## src/rtl/trng_pkg.sv

```systemverilog
// Shared state encoding and default sizing for the TRNG entropy collector.
package trng_pkg;

    typedef enum logic [1:0] {
        ST_WARMUP,
        ST_COLLECT,
        ST_FAIL
    } state_e;

    localparam int unsigned WORD_W      = 32;
    localparam int unsigned WARMUP_BITS = 8;
    localparam int unsigned RCT_CUTOFF  = 16;
    localparam int unsigned APT_WINDOW  = 64;
    localparam int unsigned APT_CUTOFF  = 48;

endpackage

```

## src/rtl/trng_collector_if.sv

```systemverilog
// Entropy-bit input, word output handshake and status flags of the collector.
interface trng_collector_if #(
    parameter int unsigned WORD_W = trng_pkg::WORD_W
);
    logic              i_valid;
    logic              i_bit;
    logic              i_ready;
    logic [WORD_W-1:0] o_data;
    logic              o_valid;
    logic              o_health_fail;
    logic              o_overrun;

    modport master (
        output i_valid, i_bit, i_ready,
        input  o_data, o_valid, o_health_fail, o_overrun
    );

    modport slave (
        input  i_valid, i_bit, i_ready,
        output o_data, o_valid, o_health_fail, o_overrun
    );
endinterface

```

## src/rtl/trng_health.sv

```systemverilog
// Repetition-count and adaptive-proportion health tests; fail pulses
// combinationally on the valid bit that reaches either cutoff.
module trng_health
    import trng_pkg::*;
#(
    parameter int unsigned RCT_CUTOFF = trng_pkg::RCT_CUTOFF,
    parameter int unsigned APT_WINDOW = trng_pkg::APT_WINDOW,
    parameter int unsigned APT_CUTOFF = trng_pkg::APT_CUTOFF
) (
    input  logic clk,
    input  logic rst,
    input  logic valid,
    input  logic bit_in,
    output logic fail
);
    localparam int unsigned RCT_W = $clog2(RCT_CUTOFF) + 1;
    localparam int unsigned WIN_W = $clog2(APT_WINDOW) + 1;
    localparam int unsigned APT_W = $clog2(APT_CUTOFF) + 1;

    localparam logic [RCT_W-1:0] RCT_ONE  = RCT_W'(1);
    localparam logic [RCT_W-1:0] RCT_LIM  = RCT_W'(RCT_CUTOFF);
    localparam logic [WIN_W-1:0] WIN_ONE  = WIN_W'(1);
    localparam logic [WIN_W-1:0] WIN_LAST = WIN_W'(APT_WINDOW - 1);
    localparam logic [APT_W-1:0] APT_ONE  = APT_W'(1);
    localparam logic [APT_W-1:0] APT_LIM  = APT_W'(APT_CUTOFF);

    logic [RCT_W-1:0] run_q, run_d;
    logic [WIN_W-1:0] win_q, win_d;
    logic [APT_W-1:0] apt_q, apt_d;
    logic             last_q, last_d;
    logic             seen_q, seen_d;
    logic             ref_q, ref_d;

    always_comb begin
        run_d  = run_q;
        win_d  = win_q;
        apt_d  = apt_q;
        last_d = last_q;
        seen_d = seen_q;
        ref_d  = ref_q;
        fail   = 1'b0;
        if (valid) begin
            seen_d = 1'b1;
            last_d = bit_in;
            // Counters saturate at their cutoff so they can never wrap.
            if (!seen_q || (bit_in != last_q)) begin
                run_d = RCT_ONE;
            end else if (run_q != RCT_LIM) begin
                run_d = run_q + RCT_ONE;
            end
            if (win_q == '0) begin
                ref_d = bit_in;
                apt_d = APT_ONE;
            end else if ((bit_in == ref_q) && (apt_q != APT_LIM)) begin
                apt_d = apt_q + APT_ONE;
            end
            win_d = (win_q == WIN_LAST) ? '0 : win_q + WIN_ONE;
            fail  = (run_d == RCT_LIM) || (apt_d == APT_LIM);
        end
    end

    always_ff @(posedge clk) begin
        if (rst) begin
            run_q  <= '0;
            win_q  <= '0;
            apt_q  <= '0;
            last_q <= 1'b0;
            seen_q <= 1'b0;
            ref_q  <= 1'b0;
        end else begin
            run_q  <= run_d;
            win_q  <= win_d;
            apt_q  <= apt_d;
            last_q <= last_d;
            seen_q <= seen_d;
            ref_q  <= ref_d;
        end
    end
endmodule

```

## src/rtl/trng_collector.sv

```systemverilog
// Discards warm-up bits, packs entropy bits LSB-first into words and
// presents them on a valid/ready handshake; a health failure locks out output.
module trng_collector
    import trng_pkg::*;
#(
    parameter int unsigned WORD_W      = trng_pkg::WORD_W,
    parameter int unsigned WARMUP_BITS = trng_pkg::WARMUP_BITS,
    parameter int unsigned RCT_CUTOFF  = trng_pkg::RCT_CUTOFF,
    parameter int unsigned APT_WINDOW  = trng_pkg::APT_WINDOW,
    parameter int unsigned APT_CUTOFF  = trng_pkg::APT_CUTOFF
) (
    input  logic             clk,
    input  logic             rst,
    trng_collector_if.slave  bus
);
    localparam int unsigned WARM_W = $clog2(WARMUP_BITS) + 1;
    localparam int unsigned PACK_W = $clog2(WORD_W) + 1;

    localparam logic [WARM_W-1:0] WARM_ONE  = WARM_W'(1);
    localparam logic [WARM_W-1:0] WARM_LAST = WARM_W'(WARMUP_BITS - 1);
    localparam logic [PACK_W-1:0] PACK_ONE  = PACK_W'(1);
    localparam logic [PACK_W-1:0] PACK_LAST = PACK_W'(WORD_W - 1);

    state_e            state_q, state_d;
    logic [WARM_W-1:0] warm_cnt_q, warm_cnt_d;
    logic [PACK_W-1:0] pack_cnt_q, pack_cnt_d;
    logic [WORD_W-1:0] pack_q, pack_d;
    logic [WORD_W-1:0] data_q, data_d;
    logic              valid_q, valid_d;
    logic              fail_q, fail_d;
    logic              overrun_q, overrun_d;

    logic              bit_valid;
    logic              health_fail;
    logic              accept;
    logic              word_done;
    logic [WORD_W-1:0] word;

    assign bit_valid = bus.i_valid && (state_q != ST_FAIL);

    trng_health #(
        .RCT_CUTOFF (RCT_CUTOFF),
        .APT_WINDOW (APT_WINDOW),
        .APT_CUTOFF (APT_CUTOFF)
    ) u_health (
        .clk    (clk),
        .rst    (rst),
        .valid  (bit_valid),
        .bit_in (bus.i_bit),
        .fail   (health_fail)
    );

    always_comb begin
        state_d    = state_q;
        warm_cnt_d = warm_cnt_q;
        pack_cnt_d = pack_cnt_q;
        pack_d     = pack_q;
        data_d     = data_q;
        valid_d    = valid_q;
        fail_d     = fail_q;
        overrun_d  = overrun_q;
        word_done  = 1'b0;
        accept     = valid_q && bus.i_ready;
        word       = {bus.i_bit, pack_q[WORD_W-1:1]};

        if (accept) begin
            valid_d = 1'b0;
        end

        case (state_q)
            ST_WARMUP: begin
                if (bit_valid) begin
                    if (warm_cnt_q == WARM_LAST) begin
                        state_d = ST_COLLECT;
                    end else begin
                        warm_cnt_d = warm_cnt_q + WARM_ONE;
                    end
                end
            end
            ST_COLLECT: begin
                if (bit_valid) begin
                    pack_d = word;
                    if (pack_cnt_q == PACK_LAST) begin
                        pack_cnt_d = '0;
                        word_done  = 1'b1;
                    end else begin
                        pack_cnt_d = pack_cnt_q + PACK_ONE;
                    end
                end
            end
            default: ;
        endcase

        // A slot is free if nothing is held or the held word leaves this cycle.
        if (word_done) begin
            if (!valid_q || accept) begin
                data_d  = word;
                valid_d = 1'b1;
            end else begin
                overrun_d = 1'b1;
            end
        end

        // Health failure overrides any word completing on the same bit.
        if (health_fail) begin
            state_d = ST_FAIL;
            valid_d = 1'b0;
            fail_d  = 1'b1;
        end
    end

    always_ff @(posedge clk) begin
        if (rst) begin
            state_q    <= ST_WARMUP;
            warm_cnt_q <= '0;
            pack_cnt_q <= '0;
            pack_q     <= '0;
            data_q     <= '0;
            valid_q    <= 1'b0;
            fail_q     <= 1'b0;
            overrun_q  <= 1'b0;
        end else begin
            state_q    <= state_d;
            warm_cnt_q <= warm_cnt_d;
            pack_cnt_q <= pack_cnt_d;
            pack_q     <= pack_d;
            data_q     <= data_d;
            valid_q    <= valid_d;
            fail_q     <= fail_d;
            overrun_q  <= overrun_d;
        end
    end

    assign bus.o_data        = data_q;
    assign bus.o_valid       = valid_q;
    assign bus.o_health_fail = fail_q;
    assign bus.o_overrun     = overrun_q;
endmodule

```

## src/flat_wrapper.sv

```systemverilog
// flat-port wrapper written by rule: the top's interface ports become plain ports
module trng_collector_flat import trng_pkg::*;
#(
    parameter int unsigned WORD_W      = trng_pkg::WORD_W,
    parameter int unsigned WARMUP_BITS = trng_pkg::WARMUP_BITS,
    parameter int unsigned RCT_CUTOFF  = trng_pkg::RCT_CUTOFF,
    parameter int unsigned APT_WINDOW  = trng_pkg::APT_WINDOW,
    parameter int unsigned APT_CUTOFF  = trng_pkg::APT_CUTOFF
)
  (clk, rst, bus_i_valid, bus_i_bit, bus_i_ready, bus_o_data, bus_o_valid, bus_o_health_fail, bus_o_overrun);
  trng_collector_if #(.WORD_W(WORD_W)) bus_i ();
  input  logic clk;
  input  logic rst;
  input wire logic [$bits(bus_i.i_valid)-1:0] bus_i_valid;
  input wire logic [$bits(bus_i.i_bit)-1:0] bus_i_bit;
  input wire logic [$bits(bus_i.i_ready)-1:0] bus_i_ready;
  output wire logic [$bits(bus_i.o_data)-1:0] bus_o_data;
  output wire logic [$bits(bus_i.o_valid)-1:0] bus_o_valid;
  output wire logic [$bits(bus_i.o_health_fail)-1:0] bus_o_health_fail;
  output wire logic [$bits(bus_i.o_overrun)-1:0] bus_o_overrun;
  assign bus_i.i_valid = bus_i_valid;
  assign bus_i.i_bit = bus_i_bit;
  assign bus_i.i_ready = bus_i_ready;
  assign bus_o_data = bus_i.o_data;
  assign bus_o_valid = bus_i.o_valid;
  assign bus_o_health_fail = bus_i.o_health_fail;
  assign bus_o_overrun = bus_i.o_overrun;
  trng_collector #(.WORD_W(WORD_W), .WARMUP_BITS(WARMUP_BITS), .RCT_CUTOFF(RCT_CUTOFF), .APT_WINDOW(APT_WINDOW), .APT_CUTOFF(APT_CUTOFF)) u_core (.clk(clk), .rst(rst), .bus(bus_i));
endmodule
```

## config.mk

```make
export PLATFORM = sky130hd
export DESIGN_NAME = trng_collector_flat
export DESIGN_NICKNAME = d
export VERILOG_FILES = /design/src/rtl/trng_pkg.sv /design/src/rtl/trng_collector_if.sv /design/src/rtl/trng_health.sv /design/src/rtl/trng_collector.sv /design/src/flat_wrapper.sv
export SDC_FILE = /design/constraint.sdc
export NUM_CORES = 1
export LEC_CHECK = 0
export ABC_AREA = 1
export CORE_MARGIN = 10
export CORE_UTILIZATION = 61
export DETAILED_ROUTE_END_ITERATION = 8
export GPL_ROUTABILITY_DRIVEN = 0
export PLACE_DENSITY = 0.91
export RECOVER_POWER = 25
export SETUP_SLACK_MARGIN = 0.1
export SYNTH_ARGS = -nofsm -noshare
export SYNTH_HDL_FRONTEND = slang
export SYNTH_SLANG_ARGS = --single-unit
```

## constraint.sdc

```tcl
create_clock -name clk -period 3 [get_ports clk]
set_input_delay 0.75 -clock clk [delete_from_list [all_inputs] [get_ports clk]]
set_output_delay 0.75 -clock clk [all_outputs]
set_load 0.05 [all_outputs]
```

==> results of run 1 <==
## kinds of logic after synthesis
group	Yosys count	synth area share, %
buf+inv	123	11.8
flops	100	47.3
compound gates	176	21.4
simple gates	130	15.1
xor+xnor	9	2.04
fa+ha+maj	8	2.37
## tightest hold or removal path, stage by stage (launching register included)
cell	delay, ns
dfxtp_1	0.32
inv_1	0.05
a21oi_1	0.05
## cell type report
type	instances	area share [%]
Clock buffer	9	2.59
Clock inverter	7	1.44
Sequential cell	100	41.8
Multi-Input combinational cell	323	36.1
Timing Repair Buffer	42	8.57
Tap cell	80	2.09
Inverter	95	7.44
## synth_stat cells (all sizes together), types with 8 or more instances
| master | count | share of area [%] |
|---|---|---|
| nand3 | 23 | 3.5 |
| o21ai | 83 | 9.8 |
| a21oi | 83 | 9.8 |
| clkbuf | 18 | 2.1 |
| nand2 | 48 | 4.6 |
| inv | 94 | 8.3 |
| ha | 8 | 2.4 |
| nor3 | 10 | 1.3 |
| dfxtp | 100 | 47 |
| nor2 | 40 | 4.3 |
| buf | 10 | 1.3 |
## power groups by stage
| stage | logic [W] | clock network, W | registers [W] |
|---|---|---|---|
| after floorplan | 0.000153 | 0 | 0.00139 |
| after global placement | 0.000167 | 0 | 0.00140 |
| after detailed placement | 0.000175 | 0 | 0.00140 |
| after CTS | 0.000178 | 0.000840 | 0.00137 |
| after global routing | 0.000204 | 0.000901 | 0.00138 |
| final | 0.000179 | 0.000832 | 0.00137 |
## routing by layer
metal | wire, um | share of wire [%] | up-vias | global-route usage, %
li1 | - | - | 1830 | -
met1 | 3750 | 44 | 1619 | 18.6
met2 | 4310 | 51 | 52 | 29.3
met3 | 352 | 4.1 | 11 | 4.12
met4 | 106 | 1.2 | 0 | 5.67
met5 | 0 | 0 | - | 0
## final timing paths
kind,from,to,cells after the start
min,u_core.bus.o_data[25],u_core.bus.o_data[25],2
max reg2reg,u_core.pack_cnt_q[0],u_core.bus.o_data[24],8
min reg2reg,u_core.bus.o_data[25],u_core.bus.o_data[25],2
max,bus_i_valid,u_core.bus.o_valid,10
## flip-flops by register name, indices dropped and copies added (netlist names)
| name | cells |
|---|---|
| u_core.bus.o_overrun | 1 |
| u_core.u_health.seen_q | 1 |
| u_core.u_health.last_q | 1 |
| u_core.u_health.win_q | 7 |
| u_core.u_health.apt_q | 7 |
| u_core.bus.o_health_fail | 1 |
| u_core.bus.o_valid | 1 |
| u_core.u_health.ref_q | 1 |
| u_core.pack_cnt_q | 6 |
| u_core.u_health.run_q | 5 |
| u_core.pack_q | 31 |
| u_core.bus.o_data | 32 |
| u_core.warm_cnt_q | 4 |
| u_core.state_q | 2 |
## per-stage QoR
stage	util, %	hold slack (ns)	setup slack [ns]	total power, W	instances
floorplan	-	0.441	1.21	0.00154	546
global placement	68.1	0.434	0.340	0.00157	640
detailed placement	68.1	0.437	0.301	0.00158	640
CTS	70.9	0.453	0.641	0.00239	656
global route	70.9	0.467	0.274	0.00248	656
finish	70.9	0.451	0.477	0.00238	656
==> reports/qor.txt, run 1 <==
WL/cell - 13.0 um
Sw Ratio - 27.2%
Initial DRC Count - 324
Worst-Margin Slew - 0.942 ns
Post-DP HPWL - 5.67 mm
Synth cell types - 35
Commonest non-fill, non-tap cell in the layout - dfxtp_1
Nets - 584
I/O Buffers - 39
CORE AREA - 6760 sq um
RSZ-0062 raised after global routing - no
VDD IR-drop max - 0.000328 V
Area occupied by registers - 2000 sq um
Critical path cell sequence - dlygate4sd3_1 > nand2_1 > inv_1 > nor2_2 > inv_2 > nand2_1 > nor2_2 > nand3_2 > nand3_1 > nor2_1
Antenna cells - 0
Clk network pwr share - 34.9%
Post-route cell area - 4790 sq um
Power density cells - 498 nW/um^2
Hold Buf Count CTS - 0
CP Data Required Time - 3.30 ns
Initial Util - 62.6%
# DRC - 0
Final Hold Fails - 0
Fin. max-slew vios - 0
Clk sinks - 100
Final WL - 8.52 mm
Layout cells sized above 1 - 7.47%
FF-to-FF setup slack - 0.92 ns
Crit path max fanout - 24
CTS Buf Count - 9
Setup crit end kind - register
Worst Path Arrival - 2.82 ns
Slew HR - 37.1%
CTS tree - yes
Final worst path period share - 84.1%
Setup TNS - 0 ns
Int Pwr - 0.00173 W
Buf/Inv on CP - 3
HP Class - reg2reg
Multi-input logic area - 1730 sq um
Clk slew on worst S/H paths - 0.10 ns
First-pass GRT wire length - 14.3 mm
Die H - 103 um
Area grow syn2layout - 13.2%
Startpoint Class - input port
Drt first pass iters - 4
Syn Inst Count - 546
Ys async rst share - 0%
Post-CTS setup repair buffer count - 0
CP peak stage delay - 0.55 ns
Number of global-route vias before repair - 3318
Syn_nets - 559
Grt ovf - 0
P_leak - 1.82 nW
Post-synth EDFFs - 0
Synthesized cell area - 4230 sq um
Root Buffer Master - clkbuf_8
Sw power - 0.000650 W
Number of fill cells - 529
Yosys reg bits - 100
Die Footprint - 10700 sq um
Syn avg cell area - 7.75 sq um
Sequential share of the synthesized area - 47.3%
Post-cts sizing count - 0
Status - completed
Most frequent cells in the layout - dfxtp_1, inv_1, a21oi_1
Final Critical Period - 2.52 ns
FMAX - 0.396 GHz
Vias - 3512
Io pins - 40
Post-DR vias/cell - 5.35
Worst skew pair latency - 0.38 ns
Final Skew - 0.0184 ns
Die X - 103 um
Initial antenna violation count - 0
Final setup fails - 0
Max Cap Viol - 0
Routed Antenna Nets - 0
Ys flop type - dfxtp_1
Placed Instance Area - 4600 sq um
Cell Rows - 30
Critical path class - in2reg
Worst-case clock buffer depth - 2
Largest net degree at the start of global routing - 65
Largest delay share family, worst path - simple AND/OR/NAND/NOR gates
Fraction of power consumed by sequential logic - 57.6%
Total GRT Usage - 16.4%
CP max-delay cell - dlygate4sd3_1
Gate power share - 7.5%
H-tree depth - 3
YS warnings - 0
(Power assumes the default switching activity.)
==> run 2, diff against run 1 <==
- CORE_UTILIZATION: 61 -> 51
- PLACE_DENSITY: 0.91 -> 0.82
- clock period: 3 -> 2.2 ns (I/O delays scaled with it)
==> reports/qor.txt, run 2 (synthesized netlist as in run 1, its figures left out) <==
CP Data Required Time - 1.65 ns
Die X - 111 um
Worst-Margin Slew - 0.686 ns
Drt first pass iters - 5
Crit path max fanout - 2
Setup crit end kind - output pin
Commonest non-fill, non-tap cell in the layout - dfxtp_1
Final worst path period share - 93.2%
FF-to-FF setup slack - 0.33 ns
Largest net degree at the start of global routing - 80
Buf/Inv on CP - 1
Post-DP HPWL - 5.98 mm
Most frequent cells in the layout - dfxtp_1, inv_1, a21oi_1
Power density cells - 682 nW/um^2
Critical path class - reg2out
CP peak stage delay - 0.80 ns
Final WL - 8.65 mm
Post-Place Cells - 677
H-tree depth - 3
Final Skew - 0.0170 ns
Die Footprint - 12300 sq um
WL/cell - 12.5 um
CP max-delay cell - clkdlybuf4s50_1
Area grow syn2layout - 14.9%
Grt ovf - 0
Number of global-route vias before repair - 3373
Critical path cell sequence - clkdlybuf4s50_1
WHS Endpoint - u_core.bus.o_data[6]
Vias - 3544
Layout cells sized above 1 - 9.03%
RSZ-0062 raised after global routing - no
Slew HR - 54.3%
Nets - 596
Clk sinks - 100
CTS Buf Count - 9
CTS tree - yes
First-pass GRT wire length - 15.0 mm
Max Cap Viol - 0
Pre-CTS setup slack - -0.0657 ns
Crit Reg-Reg Startpoint - u_core.pack_cnt_q[0]
Largest delay share family, worst path - buffers and inverters
Root Buffer Master - clkbuf_8
Hold Crit Start - u_core.bus.o_data[6]
Reg2reg end - u_core.bus.o_data[0]
Worst skew pair latency - 0.37 ns
Total GRT Usage - 13.9%
Post-DR vias/cell - 5.12
# DRC - 0
Post-CTS setup repair buffer count - 0
Status - completed
Final WS setup - 0.149 ns
I/O Buffers - 39
Initial antenna violation count - 0
Worst-case clock buffer depth - 2
Final Hold Fails - 0
Non-filler cells, final - 692
Cell Rows - 33
FMAX - 0.487 GHz
Largest register FFs - 32
Startpoint Class - register
Initial DRC Count - 174
VDD IR-drop max - 0.000384 V
Worst Path Arrival - 1.50 ns
Routed Antenna Nets - 0
HP Class - reg2reg
Clk slew on worst S/H paths - 0.10 ns
Initial Util - 52.0%
Final Critical Period - 2.05 ns
R2R cell count - 9
Hold path depth - 2
Die H - 111 um
Final setup fails - 0
Antenna cells - 0
CORE AREA - 8130 sq um
Fin. max-slew vios - 0
P_leak - 2.13 nW
Io pins - 40
run 2: per-layer routing:
layer	GRT usage (%)	vias up	wire length, um
met4	5.83	0	179
met1	15.4	1596	3920
met5	0	-	0
met2	24.1	76	4200
met3	4.06	18	344
li1	-	1854	-
run 2: how the worst max path moves through the flow:
| stage | startpoint | endpoint | slack (ns) | cells after the start |
|---|---|---|---|---|
| CTS | u_core.bus.o_overrun | bus_o_overrun | 0.10 | 1 |
| finish | u_core.bus.o_data[24] | bus_o_data[24] | 0.15 | 1 |
| floorplan | u_core.u_health.apt_q[0] | u_core.bus.o_valid | 0.56 | 15 |
| detailed placement | bus_i_bit | u_core.bus.o_valid | -0.07 | 11 |
| global placement | bus_i_bit | u_core.bus.o_valid | 0.01 | 11 |
| global route | rst | u_core.bus.o_data[0] | 0.1 | 5 |
run 2: through the flow:
stage                     total power (W)  hold slack [ns]  TNS [ns]  util (%)  cell area, sq um
final                             0.00332            0.447         0      59.8              4860
after global routing              0.00346            0.469         0      59.8              4860
after CTS                         0.00334            0.450         0      60.7              4940
after detailed placement          0.00217            0.434    -0.195      58.4              4750
after global placement            0.00216            0.432         0      58.4              4750
after floorplan                   0.00211            0.441         0         -              4230
run 2: report_power, final:
group	total, W	switching (W)	internal (W)
Sequential	0.00187	0.0000344	0.00184
Combinational	0.000256	0.000157	0.0000983
Clock	0.00119	0.000656	0.000534
Total	0.00332	0.000848	0.00247
run 2: cell type report:
| cell class | count | area, sq um |
|---|---|---|
| multi-input cells | 323 | 1730 |
| inverters | 95 | 357 |
| repair buffers | 54 | 448 |
| flip-flops and latches | 100 | 2000 |
| fillers | 736 | 3270 |
| clock inverters | 6 | 71.3 |
| well taps | 105 | 131 |
| clock buffers | 9 | 124 |
run 2: repair_timing:
| action | 4_1_cts | 5_1_grt |
|---|---|---|
| endpoints found under the setup margin | 4 | 33 |
| gates resized for setup | 4 | 30 |
| pin swaps | 0 | 0 |
| hold buffers | 0 | 0 |
| cloned | 0 | 0 |
==> run 3, diff against run 2 <==
- SKIP_LAST_GASP: default -> 1
==> results of run 3 <==
Final layout, timing and power as in run 2 (identical DEF).
